===== src/rtl/param_pipe_shifter.sv =====
// Pipelined WIDTH-bit shifter (LSL/LSR/ASR/ROR/ROL) with valid/ready streaming and tag sideband.
// Optional flag outputs out_zero/out_carry are enabled by defining SHIFTER_FLAGS_EN.
module param_pipe_shifter #(
  parameter int WIDTH     = 8,
  parameter int SHAMT_W   = 8,
  parameter int STAGE_GRP = 1,
  parameter int TAG_W     = 4
) (
  input  logic               CLK,
  input  logic               RESET,
  input  logic               in_valid,
  output logic               in_ready,
  input  logic [WIDTH-1:0]   in_data,
  input  logic [SHAMT_W-1:0] in_shamt,
  input  logic [2:0]         in_mode,
  input  logic [TAG_W-1:0]   in_tag,
  output logic               out_valid,
  input  logic               out_ready,
  output logic [WIDTH-1:0]   out_data,
  output logic [TAG_W-1:0]   out_tag
`ifdef SHIFTER_FLAGS_EN
  ,
  output logic               out_zero,
  output logic               out_carry
`endif
);

  localparam int NL = $clog2(WIDTH);
  localparam int NS = (NL + STAGE_GRP - 1) / STAGE_GRP;
  localparam int CW = (SHAMT_W > NL + 1) ? SHAMT_W : NL + 1;

  localparam logic [2:0] M_LSL = 3'b000;
  localparam logic [2:0] M_LSR = 3'b001;
  localparam logic [2:0] M_ASR = 3'b010;
  localparam logic [2:0] M_ROR = 3'b011;
  localparam logic [2:0] M_ROL = 3'b100;

  // One mux layer: shift by 2**l in the given mode; unknown modes pass through.
  function automatic logic [WIDTH-1:0] layer(input logic [WIDTH-1:0] d, input logic [2:0] m,
                                             input int l);
    int s;
    s = 1 << l;
    case (m)
      M_LSL:   return d << s;
      M_LSR:   return d >> s;
      M_ASR:   return $unsigned($signed(d) >>> s);
      M_ROR:   return (d >> s) | (d << (WIDTH - s));
      M_ROL:   return (d << s) | (d >> (WIDTH - s));
      default: return d;
    endcase
  endfunction

  logic              stall;
  logic [CW-1:0]     shamt_ext;
  logic              oor;
  logic [NL-1:0]     pre_amt;
  logic [WIDTH-1:0]  pre_data;

  // Stage 0 holds the decoded input; stages 1..NS each resolve one group of layers.
  logic [WIDTH-1:0]  data_q  [NS+1];
  logic [WIDTH-1:0]  data_d  [NS+1];
  logic [TAG_W-1:0]  tag_q   [NS+1];
  logic [TAG_W-1:0]  tag_d   [NS+1];
  logic              valid_q [NS+1];
  logic              valid_d [NS+1];
  logic [NL-1:0]     amt_q   [NS];
  logic [NL-1:0]     amt_d   [NS];
  logic [2:0]        mode_q  [NS];
  logic [2:0]        mode_d  [NS];

  assign stall     = valid_q[NS] & ~out_ready;
  assign in_ready  = ~stall;
  assign out_valid = valid_q[NS];
  assign out_data  = data_q[NS];
  assign out_tag   = tag_q[NS];

  // Out-of-range amounts are folded into the operand/amount up front so the layers never see them.
  always_comb begin
    shamt_ext = CW'(in_shamt);
    oor       = shamt_ext >= CW'(WIDTH);
    pre_amt   = shamt_ext[NL-1:0];
    pre_data  = in_data;
    if (oor) begin
      if (in_mode == M_LSL || in_mode == M_LSR) pre_data = '0;
      else if (in_mode == M_ASR)               pre_amt  = '1;
    end
  end

  always_comb begin
    logic [WIDTH-1:0] cur;
    data_d[0]  = pre_data;
    tag_d[0]   = in_tag;
    valid_d[0] = in_valid;
    amt_d[0]   = pre_amt;
    mode_d[0]  = in_mode;
    for (int s = 1; s <= NS; s++) begin
      cur = data_q[s-1];
      for (int l = 0; l < NL; l++) begin
        if ((l / STAGE_GRP) == (s - 1) && amt_q[s-1][l]) cur = layer(cur, mode_q[s-1], l);
      end
      data_d[s]  = cur;
      tag_d[s]   = tag_q[s-1];
      valid_d[s] = valid_q[s-1];
      if (s < NS) begin
        amt_d[s]  = amt_q[s-1];
        mode_d[s] = mode_q[s-1];
      end
    end
  end

  always_ff @(posedge CLK) begin
    if (RESET) begin
      for (int s = 0; s <= NS; s++) begin
        data_q[s]  <= '0;
        tag_q[s]   <= '0;
        valid_q[s] <= 1'b0;
      end
      for (int s = 0; s < NS; s++) begin
        amt_q[s]  <= '0;
        mode_q[s] <= '0;
      end
    end else if (!stall) begin
      for (int s = 0; s <= NS; s++) begin
        data_q[s]  <= data_d[s];
        tag_q[s]   <= tag_d[s];
        valid_q[s] <= valid_d[s];
      end
      for (int s = 0; s < NS; s++) begin
        amt_q[s]  <= amt_d[s];
        mode_q[s] <= mode_d[s];
      end
    end
  end

`ifdef SHIFTER_FLAGS_EN
  logic          pre_carry;
  logic [NL-1:0] raw_amt;
  logic [NL-1:0] idx_dec;
  logic [NL-1:0] idx_neg;
  logic          carry_q [NS+1];
  logic          carry_d [NS+1];
  logic          zero_q;
  logic          zero_d;

  // The shifted-out bit only depends on the original operand, so it is picked at the input.
  always_comb begin
    raw_amt = shamt_ext[NL-1:0];
    idx_dec = raw_amt - NL'(1);
    idx_neg = NL'(0) - raw_amt;
    case (in_mode)
      M_LSL:   pre_carry = (shamt_ext != '0) && (shamt_ext <= CW'(WIDTH)) && in_data[idx_neg];
      M_LSR:   pre_carry = (shamt_ext != '0) && (shamt_ext <= CW'(WIDTH)) && in_data[idx_dec];
      M_ASR:   pre_carry = (shamt_ext != '0) && (oor ? in_data[WIDTH-1] : in_data[idx_dec]);
      M_ROR:   pre_carry = (raw_amt != '0) && in_data[idx_dec];
      M_ROL:   pre_carry = (raw_amt != '0) && in_data[idx_neg];
      default: pre_carry = 1'b0;
    endcase
  end

  always_comb begin
    carry_d[0] = pre_carry;
    for (int s = 1; s <= NS; s++) carry_d[s] = carry_q[s-1];
    zero_d = (data_d[NS] == '0);
  end

  always_ff @(posedge CLK) begin
    if (RESET) begin
      for (int s = 0; s <= NS; s++) carry_q[s] <= 1'b0;
      zero_q <= 1'b0;
    end else if (!stall) begin
      for (int s = 0; s <= NS; s++) carry_q[s] <= carry_d[s];
      zero_q <= zero_d;
    end
  end

  assign out_carry = carry_q[NS];
  assign out_zero  = zero_q;
`endif

endmodule


===== config.mk =====
export PLATFORM = sky130hd
export DESIGN_NAME = param_pipe_shifter
export DESIGN_NICKNAME = d
export VERILOG_FILES = /design/src/rtl/param_pipe_shifter.sv
export SDC_FILE = /design/constraint.sdc
export NUM_CORES = 1
export LEC_CHECK = 0
export CAP_MARGIN = 20
export CORE_MARGIN = 2
export CORE_UTILIZATION = 35
export DETAILED_ROUTE_END_ITERATION = 12
export HOLD_SLACK_MARGIN = 0.02
export SLEW_MARGIN = 20
export SYNTH_ARGS = -nofsm -noshare
export SYNTH_HDL_FRONTEND = slang
export SYNTH_SLANG_ARGS = --single-unit

===== constraint.sdc =====
create_clock -name CLK -period 1.85 [get_ports CLK]
set_input_delay 0.37 -clock CLK [delete_from_list [all_inputs] [get_ports CLK]]
set_output_delay 0.37 -clock CLK [all_outputs]
set_load 0.005 [all_outputs]

# Yosys cells after proc, flatten, opt, wreduce, memory -nomap -nowiden

Memories as Yosys holds them, arrays and structs flattened.
Cells that the tools add are included.

Register bits after elaboration: 0
Bits in writable memories: 70
Input bits: 27
Memories: 5

Memories:

| memory  | words | bits a word | read ports | clocked after memory_dff | write ports | line | source |
|---|---|---|---|---|---|---|---|
| data_q  | 4     | 8           | 4          | 0                        | 4           | 60   | `logic [WIDTH-1:0] data_q [NS+1];` |
| tag_q   | 4     | 4           | 4          | 0                        | 4           | 62   | `logic [TAG_W-1:0] tag_q [NS+1];` |
| amt_q   | 3     | 3           | 3          | 0                        | 3           | 66   | `logic [NL-1:0] amt_q [NS];` |
| mode_q  | 3     | 3           | 3          | 0                        | 3           | 68   | `logic [2:0] mode_q [NS];` |
| valid_q | 4     | 1           | 4          | 0                        | 4           | 64   | `logic valid_q [NS+1];` |

Order comparisons: 1
Equality and inequality tests: 14
Muxes and demuxes: 34
Bitwise gates (word level): 26
Reductions and logical operators: 6

Operators by type and width:

| operator             | number |
|---|---|
| $pmux W8 S5          | 2 |
| $mux W8              | 9 |
| $pmux W8 S4          | 1 |
| $mux W3              | 9 |
| $eq A3 B2 Y1 const B | 7 |
| $or A1 B1 Y1         | 18 |
| $mux W4              | 4 |
| $eq A3 B1 Y1 const B | 4 |
| $logic_not A3 Y1     | 4 |
| $eq A3 B3 Y1 const B | 3 |
| $mux W1              | 9 |
| $ge A8 B4 Y1 const B | 1 |
| $or A6 B8 Y8         | 1 |
| $or A7 B8 Y8         | 1 |
| $or A8 B1 Y8         | 1 |
| $or A8 B2 Y8         | 1 |
| $or A8 B4 Y8         | 1 |
| $not A1 Y1           | 2 |
| $reduce_or A2 Y1     | 1 |
| $and A1 B1 Y1        | 1 |
| $logic_or A1 B1 Y1   | 1 |

# Depth between registers and ports, before layout

Gate-level depths: netlist of the first run.

Depth in word-level cells: 6
Gate-level depth with buffers: 4

# Least setup slack after synthesis of the first run

OpenSTA, ideal clock, no wires.

Kind: register to register
Start: memory valid_q[3][0] (netlist: valid_q[0][3])
End: memory amt_q[0][0] (netlist name), enable pin
Library setup time: 0.396 ns
Data arrival time: 1.396 ns
Data required time: 1.454 ns
Path slack: 0.058 ns
Cell stages (with the launch flop): 3
Path buffers: 0
Cell sequence: edfxtp_1 nand2b_2 or2_2

RTL lines:

| what               | line |
|---|---|
| start: declaration | 64 |
| end: declaration   | 66 |

==> results.json, run 1 <==
{
  "p_int_uw": 2450,
  "yosys.area_share.simple_pct": 16.5,
  "hold_depth": 1,
  "drv_cap": 0,
  "layout-drive-gt1-share_pct": 12.6,
  "layout_common_cells": "edfxtp_1 (67), clkdlybuf4s50_1 (39), and2_1 (32)",
  "max_freq_mhz": 624,
  "synth_ff_type": "edfxtp_1",
  "tritoncts": "done",
  "post_drt_wl_per_cell_um": 13.6,
  "drtIter0Drc": 82,
  "arrival_ns": 1.67,
  "finalHoldViolations": 0,
  "io_pins": 41,
  "rows": 35,
  "p_sw_share_pct": 24.7,
  "synth.mux.area_fraction_pct": 0,
  "root_buffer": "clkbuf_8",
  "p_clk_share_pct": 33.0,
  "leakage_uw": 0.00143,
  "start_util_pct": 35.9,
  "antenna_found_initial": 0,
  "finalCritPeriodShare_pct": 86.6,
  "setup_tns_ns": 0,
  "rrSetupSlack_ns": 0.25,
  "netlist_instances": 259,
  "status": "complete, no violations",
  "critPathMaxFanout": 13,
  "p_switching_uw": 804,
  "setup_viol": 0,
  "cts_made_buffers": 9,
  "async_reset_ff_share_pct": 0,
  "antenna_left": 0,
  "power_frac_seq_pct": 56.8,
  "place_hpwl_um": 3610,
  "synth-adder-area-share_pct": 0,
  "area_growth_pct": 19.4,
  "grt_max_degree": 68,
  "finalCriticalPeriod_ns": 1.60,
  "dieArea_mm2": 0.0102,
  "holdWs_ns": 0.522,
  "syn-num-nets": 286,
  "rsz0062_at_grt": "false",
  "drc": 0,
  "yosysWarningCount": 0,
  "first_global_vias": 1996,
  "num-fill-cells": 862,
  "p_per_area_mw_per_mm2": 827,
  "synth-compound-area-share_pct": 17.9,
  "combinationalPowerShare_pct": 10.2,
  "num_antenna_cells": 0,
  "finalNetCount": 316,
  "required_ns": 1.92,
  "synth_area_mm2": 0.00330,
  "syn_area_per_cell_um2": 12.7,
  "wl_um": 5510,
  "viasPerCell": 5.20,
  "clock_path_buffers": 2,
  "layout_commonest_cell": "edfxtp_1",
  "clock_skew_ns": 0.0123,
  "cts_sinks": 67,
  "slew_headroom_pct": 70.0,
  "criticalPathCategory": "reg2reg",
  "startpoint_type": "flip-flop",
  "insertion_delay_ns": 0.34,
  "placeableCoreArea_mm2": 0.00920,
  "synth_cell_type_count": 42,
  "hp-class": "reg2reg",
  "synth_edf_count": 67,
  "synth_top_family_by_area": "compound AO/OA/AOI/OAI gates",
  "finalMaxSlewViolations": 0,
  "rr_worst_depth": 3,
  "clk_pin_slew_ns": 0.08,
  "tightest_slew_ns": 0.445,
  "gp_congestion": 0.884,
  "die_w_um": 101,
  "holdBufCountCts": 0,
  "ir_drop_mv": 0.313,
  "synth_xor_area_share_pct": 0,
  "track_usage_pct": 11.6,
  "via_count": 2104,
  "gr-total-overflow": 0,
  "port-buffer-count": 40,
  "ys_seq_elements": 67,
  "grt_pass1_wl_um": 9360,
  "die_h_um": 101,
  "ys_seq_area_share_pct": 61.0,
  "crit_path_end_kind": "flip-flop",
  "drtPass1Iterations": 4,
  "htreeDepth": 3
}
-- final cells by class --
| cell class | count | area [µm²] | share of cell area (%) |
|---|---|---|---|
| Inverter | 1 | 3.75 | 0.0952 |
| Tap cell | 111 | 139 | 3.52 |
| Multi-Input combinational cell | 165 | 1130 | 28.7 |
| Clock buffer | 9 | 124 | 3.14 |
| Sequential cell | 67 | 2010 | 51.0 |
| Timing Repair Buffer | 45 | 478 | 12.1 |
| Clock inverter | 7 | 52.6 | 1.33 |
-- routing by layer --
layer	routed length (µm)	GRT usage [%]	vias up
met3	297	3.61	10
li1	-	-	1055
met4	84	5.20	0
met5	0	0	-
met2	2830	20.3	66
met1	2300	13.0	973
-- power by group through the flow --
stage	Sequential [µW]	Clock, µW	Combinational (µW)
6_report	1850	1080	332
5_1_grt	1860	1180	371
4_1_cts	1850	1110	334
3_5_place_dp	1880	0	333
3_3_place_gp	1880	0	326
2_1_floorplan	1840	0	243
-- repair_timing --
action / 4_1_cts / 5_1_grt
gates resized for setup: 0 / 1
buffers inserted: 0 / 0
endpoints found under the setup margin: 0 / 1
-- synth_stat cells (2+ instances only) --
| cell | instances | share of area, % |
|---|---|---|
| nor2_1 | 3 | 0.34 |
| a311oi_2 | 6 | 2.7 |
| nor4bb_1 | 5 | 1.5 |
| buf_2 | 10 | 1.5 |
| and3_1 | 8 | 1.5 |
| nor2b_1 | 3 | 0.57 |
| and2_1 | 32 | 6.1 |
| nand3b_1 | 6 | 1.4 |
| o31ai_1 | 6 | 1.4 |
| o21ai_0 | 9 | 1.4 |
| a32oi_1 | 6 | 1.6 |
| nand3_1 | 2 | 0.30 |
| nand2_1 | 5 | 0.57 |
| nor2_2 | 2 | 0.38 |
| or2_2 | 2 | 0.38 |
| or3_1 | 6 | 1.1 |
| o21a_1 | 7 | 1.6 |
| a311oi_1 | 6 | 1.6 |
| edfxtp_1 | 67 | 61 |
| a21oi_1 | 25 | 3.8 |
| a211oi_1 | 8 | 1.8 |
| o21ai_2 | 3 | 0.80 |
| clkbuf_1 | 5 | 0.57 |
| buf_4 | 9 | 2.0 |
-- per-stage QoR --
step / setup WS, ns / util (%) / instances / total power [µW] / cell area (µm²)
floorplan: 0.0581 / - / 259 / 2080 / 3300
global placement: 0.0357 / 40.9 / 389 / 2210 / 3760
detailed placement: 0.0407 / 40.9 / 389 / 2220 / 3760
CTS: 0.0384 / 42.8 / 405 / 3300 / 3940
global route: 0.106 / 42.9 / 405 / 3410 / 3940
finish: 0.248 / 42.9 / 405 / 3260 / 3940
-- cells by family after synthesis --
group                  Yosys count
AO/OA/AOI/OAI                   81
buffers and inverters           27
flip-flops                      67
AND/OR/NAND/NOR                 84
-- sequential cells by signal (all words and copies together) (netlist names) --
name,cells
mode_q,9
valid_q,4
data_q,32
tag_q,16
amt_q,6
-- worst max-delay path, stage by stage, from the launching register on --
cell,delay (ns)
edfxtp_1,0.57
or2_2,0.39
o21ai_0,0.20
a311oi_1,0.17
-- worst paths after layout --
path	start	endpoint
worst min-delay path	tag_q[0][1]	tag_q[0][5]
worst max register to register	mode_q[0][6]	data_q[0][31]
worst max-delay path	mode_q[0][6]	data_q[0][31]
worst min register to register	tag_q[0][1]	tag_q[0][5]
Power figures use the tool's default switching activity.
==> run 2: changes to the inputs <==
--- a/config.mk
+++ b/config.mk
@@ -10,6 +10,7 @@
 export CORE_UTILIZATION = 35
 export DETAILED_ROUTE_END_ITERATION = 12
 export HOLD_SLACK_MARGIN = 0.02
+export REMOVE_ABC_BUFFERS = 1
 export SLEW_MARGIN = 20
 export SYNTH_ARGS = -nofsm -noshare
 export SYNTH_HDL_FRONTEND = slang
==> results.json, run 2 (same netlist as run 1, synthesis figures left out) <==
{
  "root_buffer": "clkbuf_8",
  "path_buf_inv": 1,
  "largest_register_ffs": 32,
  "antenna_found_initial": 0,
  "cp_top_family": "buffers and inverters",
  "htreeDepth": 3,
  "track_usage_pct": 11.3,
  "antenna_left": 0,
  "viasPerCell": 5.12,
  "finalCriticalPeriod_ns": 1.61,
  "place_area_mm2": 0.00380,
  "clock_path_buffers": 2,
  "grt_max_degree": 36,
  "drtIter0Drc": 64,
  "crit_path_end_kind": "output port",
  "status": "complete, no violations",
  "gp_congestion": 0.900,
  "cts_made_buffers": 9,
  "finalHoldViolations": 0,
  "leakage_uw": 0.00146,
  "rows": 35,
  "hp-class": "reg2reg",
  "num-fill-cells": 855,
  "finalWorstSetupSlack_ns": 0.238,
  "criticalPathCategory": "reg2out",
  "area_growth_pct": 21.2,
  "slowest_delay_ns": 0.53,
  "top_regs": "data_q: 32 flops, tag_q: 16 flops, mode_q: 9 flops",
  "io_pins": 41,
  "arrival_ns": 1.24,
  "dieArea_mm2": 0.0102,
  "die_h_um": 101,
  "crit_slowest_cell": "clkdlybuf4s50_1",
  "die_w_um": 101,
  "path_cells": "clkdlybuf4s50_1",
  "placeableCoreArea_mm2": 0.00920,
  "drtPass1Iterations": 7,
  "place_hpwl_um": 3660,
  "slew_headroom_pct": 72.0,
  "tritoncts": "done",
  "insertion_delay_ns": 0.33,
  "holdWs_ns": 0.519,
  "required_ns": 1.48,
  "placed_cells_incl_taps": 393,
  "setup_viol": 0,
  "layout_commonest_cell": "edfxtp_1",
  "cts_sinks": 67,
  "rsz0062_at_grt": "false",
  "first_global_vias": 2005,
  "fin_cells": 409,
  "max_freq_mhz": 620,
  "post_drt_wl_per_cell_um": 12.9,
  "place_ws_ns": 0.0236,
  "tightest_slew_ns": 0.415,
  "ir_drop_mv": 0.414,
  "finalCritPeriodShare_pct": 87.1,
  "grt_pass1_wl_um": 9020,
  "finalNetCount": 320,
  "drc": 0,
  "startpoint_type": "flip-flop",
  "clk_pin_slew_ns": 0.07,
  "gr-total-overflow": 0,
  "holdBufCountCts": 0,
  "wl_um": 5280,
  "port-buffer-count": 40,
  "critPathMaxFanout": 2,
  "drv_cap": 0,
  "p_per_area_mw_per_mm2": 838,
  "via_count": 2093,
  "num_antenna_cells": 0,
  "top_register": "data_q",
  "final_cell_area_mm2": 0.00400,
  "start_util_pct": 35.9,
  "clock_skew_ns": 0.0101,
  "finalMaxSlewViolations": 0,
  "layout-drive-gt1-share_pct": 13.8,
  "setup_tns_ns": 0,
  "layout_common_cells": "edfxtp_1 (67), clkdlybuf4s50_1 (39), and2_1 (32)"
}
## run 2: cell count changes in the layout (fill, tap and decap cells not counted)
cell        change
buf_4           +3
bufinv_16       +1
inv_6           -1
clkinv_4        -2
clkinvlp_4      +1
buf_12          +1
clkbuf_1        +1
clkinv_2        +1
clkinv_1        -1
## run 2: worst paths after layout
| check | startpoint | to | slack [ns] | cells past startpoint |
|---|---|---|---|---|
| worst min register to register | tag_q[0][6] | tag_q[0][10] | 0.52 | 1 |
| worst max register to register | mode_q[0][3] | data_q[0][21] | 0.33 | 3 |
| worst max-delay path | valid_q[0][3] | out_valid | 0.24 | 1 |
| worst min-delay path | tag_q[0][6] | tag_q[0][10] | 0.52 | 1 |
## run 2: cell type report
type | count | area (µm²) | area share [%]
clock inverter | 6 | 65.1 | 1.63
clock buffer | 10 | 128 | 3.19
inverter | 1 | 3.75 | 0.0938
sequential | 67 | 2010 | 50.3
multi-input combinational | 165 | 1130 | 28.3
tap | 111 | 139 | 3.47
timing repair buffer | 49 | 520 | 13.0
## run 2: repair_timing
item / CTS / global route
endpoints found under the setup margin: 0 / 1
resized for setup: 0 / 1
buffers inserted: 0 / 0
## run 2: where the power goes
part	leakage, µW	switching, µW	total, µW	internal, µW
sequential	0.000797	74.7	1850	1770
clock	0.0000966	542	1170	624
combinational	0.000571	145	339	194
total	0.00146	762	3350	2590
## run 2: layer usage
metal	global-route usage, %	share of wire, %
met1	12.3	42
met5	0	0
met4	4.68	1.2
met2	19.7	51
met3	4.16	5.3
## run 2: metrics by stage
stage	utilization [%]	total power, µW
after global routing	43.5	3500
after detailed placement	41.4	2220
after floorplan	-	2050
after CTS	43.5	3390
after global placement	41.4	2210
final	43.5	3350
==> run 3: changes to the inputs <==
--- a/config.mk
+++ b/config.mk
@@ -10,6 +10,7 @@
 export CORE_UTILIZATION = 35
 export DETAILED_ROUTE_END_ITERATION = 12
 export HOLD_SLACK_MARGIN = 0.02
+export PLACE_DENSITY = 0.59
 export REMOVE_ABC_BUFFERS = 1
 export SLEW_MARGIN = 20
 export SYNTH_ARGS = -nofsm -noshare
==> results.json, run 3 (same netlist as run 1, synthesis figures left out) <==
{
  "status": "complete, no violations",
  "die_h_um": 101,
  "gp_congestion": 0.849,
  "top_regs": "data_q: 32 flops, tag_q: 16 flops, mode_q: 9 flops",
  "wl_um": 5250,
  "clock_skew_ns": 0.0136,
  "top_register": "data_q",
  "post_drt_wl_per_cell_um": 12.9,
  "finalNetCount": 319,
  "hold_depth": 1,
  "finalHoldViolations": 0,
  "r2r_start": "mode_q[0][3]",
  "layout-drive-gt1-share_pct": 13.8,
  "htreeDepth": 3,
  "port-buffer-count": 40,
  "cp_top_family": "buffers and inverters",
  "dieArea_mm2": 0.0102,
  "m1WireLength_um": 2090,
  "required_ns": 1.48,
  "viasPerCell": 5.21,
  "drc": 0,
  "die_w_um": 101,
  "tightest_slew_ns": 0.421,
  "placeableCoreArea_mm2": 0.00920,
  "drv_cap": 0,
  "crit_slowest_cell": "clkdlybuf4s50_1",
  "leakage_uw": 0.00145,
  "grt_max_degree": 45,
  "root_buffer": "clkbuf_8",
  "dr_wl_met3_um": 275,
  "clock_path_buffers": 2,
  "setup_tns_ns": 0,
  "rsz0062_at_grt": "false",
  "p_switching_uw": 789,
  "path_cells": "clkdlybuf4s50_1",
  "max_freq_mhz": 631,
  "layout_commonest_cell": "edfxtp_1",
  "regArea_mm2": 0.00201,
  "rr_worst_depth": 3,
  "setup_viol": 0,
  "crit_start": "valid_q[0][3]",
  "combinationalPowerShare_pct": 10.0,
  "tritoncts": "done",
  "rows": 35,
  "critPathMaxFanout": 2,
  "p_per_area_mw_per_mm2": 848,
  "place_area_mm2": 0.00378,
  "cp.depth": 1,
  "multi_input_area_mm2": 0.00113,
  "timing.critical_path.to": "out_valid",
  "area_growth_pct": 20.8,
  "layout_common_cells": "edfxtp_1 (67), clkdlybuf4s50_1 (39), and2_1 (32)",
  "antenna_found_initial": 0,
  "wl_met2_um": 2780,
  "rrSetupSlack_ns": 0.33,
  "cts_sinks": 67,
  "arrival_ns": 1.22,
  "start_util_pct": 35.9,
  "top_layer_used": "met4",
  "via_count": 2127,
  "place_hpwl_um": 3670,
  "slew_headroom_pct": 71.6,
  "crit_path_end_kind": "output port",
  "ir_drop_mv": 0.389,
  "startpoint_type": "flip-flop",
  "p_int_uw": 2590,
  "first_global_vias": 2097,
  "finalMaxSlewViolations": 0,
  "io_pins": 41,
  "drtIter0Drc": 65,
  "num_antenna_cells": 0,
  "slowest_delay_ns": 0.51,
  "criticalPathCategory": "reg2out",
  "gr-total-overflow": 0,
  "power_frac_seq_pct": 54.6,
  "antenna_left": 0,
  "total_power_uw": 3380,
  "r2r_end": "data_q[0][17]",
  "track_usage_pct": 11.2,
  "cts_made_buffers": 9,
  "num-fill-cells": 866,
  "p_sw_share_pct": 23.3,
  "insertion_delay_ns": 0.35,
  "grt_pass1_wl_um": 8960,
  "largest_register_ffs": 32,
  "final_cell_area_mm2": 0.00399,
  "path_buf_inv": 1,
  "p_clk_share_pct": 35.5,
  "hp-class": "reg2reg",
  "drtPass1Iterations": 4,
  "finalCriticalPeriod_ns": 1.59,
  "finalCritPeriodShare_pct": 85.7,
  "clk_pin_slew_ns": 0.07
}
==> run 3: cell count changes in the layout (fill, tap and decap cells not counted) <==
cell / previous run / this run
clkinv_2: 2 / 1
inv_6: 1 / 2
clkinvlp_4: 1 / 2
buf_12: 4 / 3
clkbuf_1: 1 / 0
==> run 3: final cells by class <==
| type | instances | share of cell area (%) |
|---|---|---|
| sequential | 67 | 50.5 |
| multi-input combinational | 165 | 28.4 |
| timing repair buffer | 48 | 12.6 |
| tap | 111 | 3.48 |
| clock buffer | 9 | 3.11 |
| clock inverter | 7 | 1.91 |
| inverter | 1 | 0.0941 |
==> run 3: worst min path at each step <==
stage                startpoint           end  slack, ns
CTS                 tag_q[0][0]   tag_q[0][4]       0.52
floorplan           amt_q[0][1]   amt_q[0][4]       0.50
global placement    tag_q[0][4]   tag_q[0][8]       0.50
finish              tag_q[0][0]   tag_q[0][4]       0.52
detailed placement  tag_q[0][9]  tag_q[0][13]       0.50
global route        tag_q[0][3]   tag_q[0][7]       0.53
==> run 3: timing repair <==
action                     CTS  global route
buffers inserted             0             0
gates resized for setup      0             1
setup endpoints to repair    0             1
hold buffers                 0             0
==> run 3: routing by layer <==
metal | global-route usage (%) | up-vias
met5 | 0 | -
li1 | - | 1063
met2 | 20.5 | 58
met3 | 4.23 | 11
met4 | 5.41 | 0
met1 | 11.2 | 995
==> run 3: metrics by stage <==
| step | hold WS (ns) | worst slack (ns) | instances | utilization [%] |
|---|---|---|---|---|
| 6_report | 0.517 | 0.264 | 408 | 43.4 |
| 5_1_grt | 0.534 | 0.207 | 408 | 43.4 |
| 4_1_cts | 0.521 | 0.0199 | 408 | 43.3 |
| 3_5_place_dp | 0.504 | 0.0236 | 392 | 41.2 |
| 3_3_place_gp | 0.498 | 0.0383 | 392 | 41.2 |
| 2_1_floorplan | 0.497 | 0.0581 | 233 | - |
==> run 3: power by group through the flow <==
stage | sequential [µW] | clock, µW | combinational [µW]
after floorplan | 1860 | 0 | 185
after global placement | 1880 | 0 | 330
after detailed placement | 1880 | 0 | 338
after CTS | 1840 | 1250 | 339
after global routing | 1860 | 1310 | 374
final | 1840 | 1200 | 337
